`src/rtl/m_fetch_queue_if.sv`:
```
// Fetch queue bus: redirect/hold control, imem port and ID-side handshake.
// master = the queue, slave = the surrounding pipeline and memory.
interface m_fetch_queue_if #(
   parameter int AW = 11,
   parameter int DW = 32,
   parameter int CW = 3
);
   logic          w_redir;
   logic [AW-1:0] w_redir_pc;
   logic          w_hold;
   logic [AW-1:0] w_imem_addr;
   logic [DW-1:0] w_imem_dout;
   logic          w_id_valid;
   logic          w_id_ready;
   logic [DW-1:0] w_id_ir;
   logic [AW-1:0] w_id_pc;
   logic [AW-1:0] w_id_pc4;
   logic [CW-1:0] w_count;

   modport master (
      input  w_redir, w_redir_pc, w_hold,
      input  w_imem_dout, w_id_ready,
      output w_imem_addr, w_id_valid,
      output w_id_ir, w_id_pc, w_id_pc4, w_count
   );

   modport slave (
      output w_redir, w_redir_pc, w_hold,
      output w_imem_dout, w_id_ready,
      input  w_imem_addr, w_id_valid,
      input  w_id_ir, w_id_pc, w_id_pc4, w_count
   );
endinterface

```
`src/rtl/m_fetch_queue.sv`:
```
// Instruction prefetch queue: owns fetch PC, buffers imem words for ID.
// Redirect flushes queued and in-flight words and restarts fetch.
module m_fetch_queue #(
   parameter int DEPTH = 4,
   parameter int AW    = 11,
   parameter int DW    = 32
) (
   input logic           w_clk,
   input logic           w_rst,
   m_fetch_queue_if.master bus
);
   localparam int PW = $clog2(DEPTH);
   localparam int CW = $clog2(DEPTH + 1);
   localparam logic [CW:0] FULL = (CW + 1)'(DEPTH);

   logic [AW-1:0] r_fpc;
   logic [AW-1:0] r_ipc;
   logic          r_infl;
   logic [PW-1:0] r_head;
   logic [PW-1:0] r_tail;
   logic [CW-1:0] r_count;
   logic [DW-1:0] r_ir [DEPTH];
   logic [AW-1:0] r_pc [DEPTH];

   logic          w_valid;
   logic          w_deq;
   logic          w_enq;
   logic          w_issue;
   logic [AW-1:0] w_addr;
   logic [CW:0]   w_occ;

   // occupancy counts the in-flight word so the queue can never overflow
   always_comb begin
      w_valid = (r_count != '0);
      w_deq   = w_valid & bus.w_id_ready & ~bus.w_redir;
      w_enq   = r_infl & ~bus.w_redir;
      w_addr  = bus.w_redir ? bus.w_redir_pc : r_fpc;
      w_occ   = {1'b0, r_count} - (CW + 1)'(w_deq)
              + (CW + 1)'(r_infl);
      w_issue = ~bus.w_hold & (bus.w_redir | (w_occ < FULL));
   end

   always_ff @(posedge w_clk) begin
      if (w_rst) begin
         r_fpc   <= '0;
         r_ipc   <= '0;
         r_infl  <= 1'b0;
         r_head  <= '0;
         r_tail  <= '0;
         r_count <= '0;
      end else begin
         r_infl <= w_issue;
         if (w_issue) begin
            r_ipc <= w_addr;
            r_fpc <= w_addr + AW'(1);
         end else if (bus.w_redir) begin
            r_fpc <= bus.w_redir_pc;
         end
         if (bus.w_redir) begin
            r_head  <= '0;
            r_tail  <= '0;
            r_count <= '0;
         end else begin
            if (w_enq) r_tail <= r_tail + PW'(1);
            if (w_deq) r_head <= r_head + PW'(1);
            r_count <= r_count + CW'(w_enq) - CW'(w_deq);
         end
      end
   end

   always_ff @(posedge w_clk) begin
      if (!w_rst && w_enq) begin
         r_ir[r_tail] <= bus.w_imem_dout;
         r_pc[r_tail] <= r_ipc;
      end
   end

   always_comb begin
      bus.w_imem_addr = w_addr;
      bus.w_id_valid  = w_valid;
      bus.w_count     = r_count;
      bus.w_id_ir     = '0;
      bus.w_id_pc     = '0;
      bus.w_id_pc4    = '0;
      if (w_valid) begin
         bus.w_id_ir  = r_ir[r_head];
         bus.w_id_pc  = r_pc[r_head];
         bus.w_id_pc4 = r_pc[r_head] + AW'(1);
      end
   end
endmodule

```
`src/flat_wrapper.sv`:
```
// flat-port wrapper written by rule: the top's interface ports become plain ports
module m_fetch_queue_flat 
#(
   parameter int DEPTH = 4,
   parameter int AW    = 11,
   parameter int DW    = 32
)
  (w_clk, w_rst, bus_w_redir, bus_w_redir_pc, bus_w_hold, bus_w_imem_dout, bus_w_id_ready, bus_w_imem_addr, bus_w_id_valid, bus_w_id_ir, bus_w_id_pc, bus_w_id_pc4, bus_w_count);
  m_fetch_queue_if #(.AW(AW), .DW(DW), .CW((3))) bus_i ();
  input logic w_clk;
  input logic w_rst;
  input wire logic [$bits(bus_i.w_redir)-1:0] bus_w_redir;
  input wire logic [$bits(bus_i.w_redir_pc)-1:0] bus_w_redir_pc;
  input wire logic [$bits(bus_i.w_hold)-1:0] bus_w_hold;
  input wire logic [$bits(bus_i.w_imem_dout)-1:0] bus_w_imem_dout;
  input wire logic [$bits(bus_i.w_id_ready)-1:0] bus_w_id_ready;
  output wire logic [$bits(bus_i.w_imem_addr)-1:0] bus_w_imem_addr;
  output wire logic [$bits(bus_i.w_id_valid)-1:0] bus_w_id_valid;
  output wire logic [$bits(bus_i.w_id_ir)-1:0] bus_w_id_ir;
  output wire logic [$bits(bus_i.w_id_pc)-1:0] bus_w_id_pc;
  output wire logic [$bits(bus_i.w_id_pc4)-1:0] bus_w_id_pc4;
  output wire logic [$bits(bus_i.w_count)-1:0] bus_w_count;
  assign bus_i.w_redir = bus_w_redir;
  assign bus_i.w_redir_pc = bus_w_redir_pc;
  assign bus_i.w_hold = bus_w_hold;
  assign bus_i.w_imem_dout = bus_w_imem_dout;
  assign bus_i.w_id_ready = bus_w_id_ready;
  assign bus_w_imem_addr = bus_i.w_imem_addr;
  assign bus_w_id_valid = bus_i.w_id_valid;
  assign bus_w_id_ir = bus_i.w_id_ir;
  assign bus_w_id_pc = bus_i.w_id_pc;
  assign bus_w_id_pc4 = bus_i.w_id_pc4;
  assign bus_w_count = bus_i.w_count;
  m_fetch_queue #(.DEPTH(DEPTH), .AW(AW), .DW(DW)) u_core (.w_clk(w_clk), .w_rst(w_rst), .bus(bus_i));
endmodule
```
`config.mk`:
```
export PLATFORM = sky130hd
export DESIGN_NAME = m_fetch_queue_flat
export DESIGN_NICKNAME = d
export VERILOG_FILES = /design/src/rtl/m_fetch_queue_if.sv /design/src/rtl/m_fetch_queue.sv /design/src/flat_wrapper.sv
export SDC_FILE = /design/constraint.sdc
export NUM_CORES = 1
export LEC_CHECK = 0
export CAP_MARGIN = 0
export CORE_UTILIZATION = 42
export CTS_CLUSTER_DIAMETER = 100
export CTS_CLUSTER_SIZE = 12
export DETAILED_ROUTE_END_ITERATION = 10
export HOLD_SLACK_MARGIN = 0.02
export PLACE_DENSITY = 0.66
export SLEW_MARGIN = 20
export SYNTH_ARGS = -nofsm -noshare
export SYNTH_HDL_FRONTEND = slang
export SYNTH_SLANG_ARGS = --single-unit
```
`constraint.sdc`:
```
create_clock -name w_clk -period 7.4 [get_ports w_clk]
set_input_delay 0.74 -clock w_clk [delete_from_list [all_inputs] [get_ports w_clk]]
set_output_delay 0.74 -clock w_clk [all_outputs]
set_load 0.1 [all_outputs]
```
==> metrics <==
Final Net Count 663; Min-Delay Startpoint u_core.r_ipc[6]; sequential share of the synthesized area 0.697; Syn. warnings 0; final worst slack 2.80 ns; Initial Utilization 0.428; number of DRC markers in iteration 0 232; Max-slew headroom 0.332; buffers added on ports 116; main combinational cell family by area after synthesis multiplexers; final core occ 0.531; syn_area_per_cell 17.1 um^2; max-slew violation count 0; pre-CTS setup slack 2.72 ns; first-pass GRT wire length 24.9 mm; Clk Latency, worst-skew pair 0.48 ns; WP buf/inv 1; grt peak-use layer met2; area of the mapped netlist 8330 um^2; clock sink total 204; largest net degree at the start of global routing 57; Primary FF master, synth edfxtp_1; CTS clk-pin slew, worst paths 0.06 ns; Area Overhead vs Synth 23.9%; max-cap violations 0; P_leak 3.40 nW; worst hold path class flop to flop; setup total negative slack 0 ns; post-synthesis xor/xnor area fraction 0.0147; H-tree levels 1; Setup CP Type flop to output pin; Die ar. 20400 um^2; Die H 143 um; Worst Setup End Kind output pin; status finished, final reports clean; grt ovf 0; Post-Syn Instances 487; CTS Root Cell clkbuf_16; Syn Nets 546; Post-CTS Resized 0; GRT Overall Usage 0.160; number of global-route vias before repair 4762; grt met1 use 0.213; core area 19500 um^2; Post-Route WL 15.8 mm; Hold Path Stages 0; max incr delay on CP 1.16 ns; critical path arrival 3.86 ns; area fraction in and, or, nand and nor cells after synthesis 0.0848; adder-cell share of the synthesized area 0.0174; pwr dens 235 nW/um^2; drt wl/cell 17.9 um; CP max FO 43; count of cell types in the netlist 41; post-route clock period utilization 0.621; Slowest cell on crit path clkdlybuf4s50_1; diode count 0; Clock Path Buffers 3; # hold bufs at CTS 0; Setup Buffers After CTS 0; reg2reg start u_core.bus.w_count[1]; initial antenna violation count 0; met2 Use GR 0.272; RSZ-0062 raised after global routing false; Startpoint Class flop; share of async-settable or async-resettable flops after synthesis 0; Post-DP HPWL 9.42 mm; TritonCTS buffer count 20; Rows 51; post-synthesis mux area share 0.137; critical path depth 6; #FFs+latches synth 204; vias 4530; Setup Skew 0.00767 ns; most common cell after layout, fill and taps aside edfxtp_1; RD Place Congestion 0.846; fill cell count 1565; CP delay by family, top buffers and inverters; final setup fails 0; GR Util met3 0.0275; worst slew pin tran 0.998 ns; # IOs 117; Final min period 4.60 ns; post-route ant nets 0; Post-synth EDFFs 172; Vias/cell 5.13; CTS tree done; most frequent cells in the layout edfxtp_1, clkdlybuf4s50_1, nor2b_1, mux4_2, nor2_1; residual DRC count 0; share of post-route cells with drive strength above 1 0.141; Die X 143 um; highest ir drop seen on vdd 0.160 mV; crit path cell chain mux4_2 > and4_1 > nand4_1 > xor2_1 > nor2_1 > clkdlybuf4s50_1; DRT Pass-1 Iters 4; post-synthesis compound-gate area fraction 0.0231; Critical Path RT 6.66 ns; Final Hold Violating Endpoints 0; Peak Freq 218 MHz; Reg2Reg Depth 11; FF-to-FF setup slack 3.60 ns
[area by class of cell]
type                            instances  area (um^2)  share of cell area
Multi-Input combinational cell        236         2320               0.225
Inverter                               20         75.1             0.00727
Tap cell                              265          332              0.0321
Timing Repair Buffer                  122         1210               0.117
Sequential cell                       204         5810               0.563
Clock buffer                           36          582              0.0563
[power breakdown]
group / internal (W) / switching (W) / total, W
logic: 0.0000739 / 0.000167 / 0.000241
registers: 0.00126 / 0.0000117 / 0.00127
clock network: 0.000528 / 0.000387 / 0.000916
[final timing paths]
path,end
setup / recovery,bus_w_id_pc4[10]
hold / removal,u_core.r_pc[0][6]
setup reg to reg,u_core.r_fpc[6]
hold reg to reg,u_core.r_pc[0][6]
[registers in the layout, summed over array words and instances, names as in the netlist, named ones only]
register / count
u_core.r_head: 2
u_core.r_ipc: 11
u_core.r_fpc: 11
u_core.r_infl: 1
u_core.r_ir: 128
u_core.bus.w_count: 3
u_core.r_pc: 44
u_core.r_tail: 2
[Yosys cell counts (4+ instances only)]
master,n,share of area
edfxtp_1,172,0.62
a21oi_1,4,0.0024
buf_2,8,0.0048
ha_1,10,0.015
dfxtp_1,32,0.077
nor3_1,5,0.0030
mux2i_1,13,0.016
and2_1,4,0.0030
clkbuf_1,11,0.0050
mux2_2,4,0.0054
xor2_1,10,0.011
nand3_1,8,0.0048
mux4_2,43,0.12
nor2_1,35,0.016
nand4_1,5,0.0038
inv_1,20,0.0090
and3_1,7,0.0053
nand2_1,7,0.0032
nor2b_1,47,0.035
a211oi_1,8,0.0072
xnor2_1,4,0.0042
[logic make-up after synthesis]
group,Yosys count
buffers and inverters,47
adders and majority gates,11
and+or+nand+nor,128
AOI/OAI and AO/OA,23
muxes,60
xor gates and xnor gates,14
DFF,204
[layer usage]
metal	wire length, um	up-vias
met3	840	25
met2	7740	124
met1	6930	2292
met4	276	0
met5	0	-
li1	-	2089
[stage by stage]
| stage | area [um^2] | cells | hold WS [ns] | power (W) |
|---|---|---|---|---|
| global route | 10300 | 883 | 0.531 | 0.00252 |
| global placement | 9740 | 847 | 0.475 | 0.00153 |
| floorplan | 8330 | 487 | 0.459 | 0.00146 |
| detailed placement | 9740 | 847 | 0.502 | 0.00154 |
| finish | 10300 | 883 | 0.503 | 0.00243 |
| CTS | 10300 | 883 | 0.511 | 0.00246 |
Note: power is estimated with default switching activity, not from simulation.
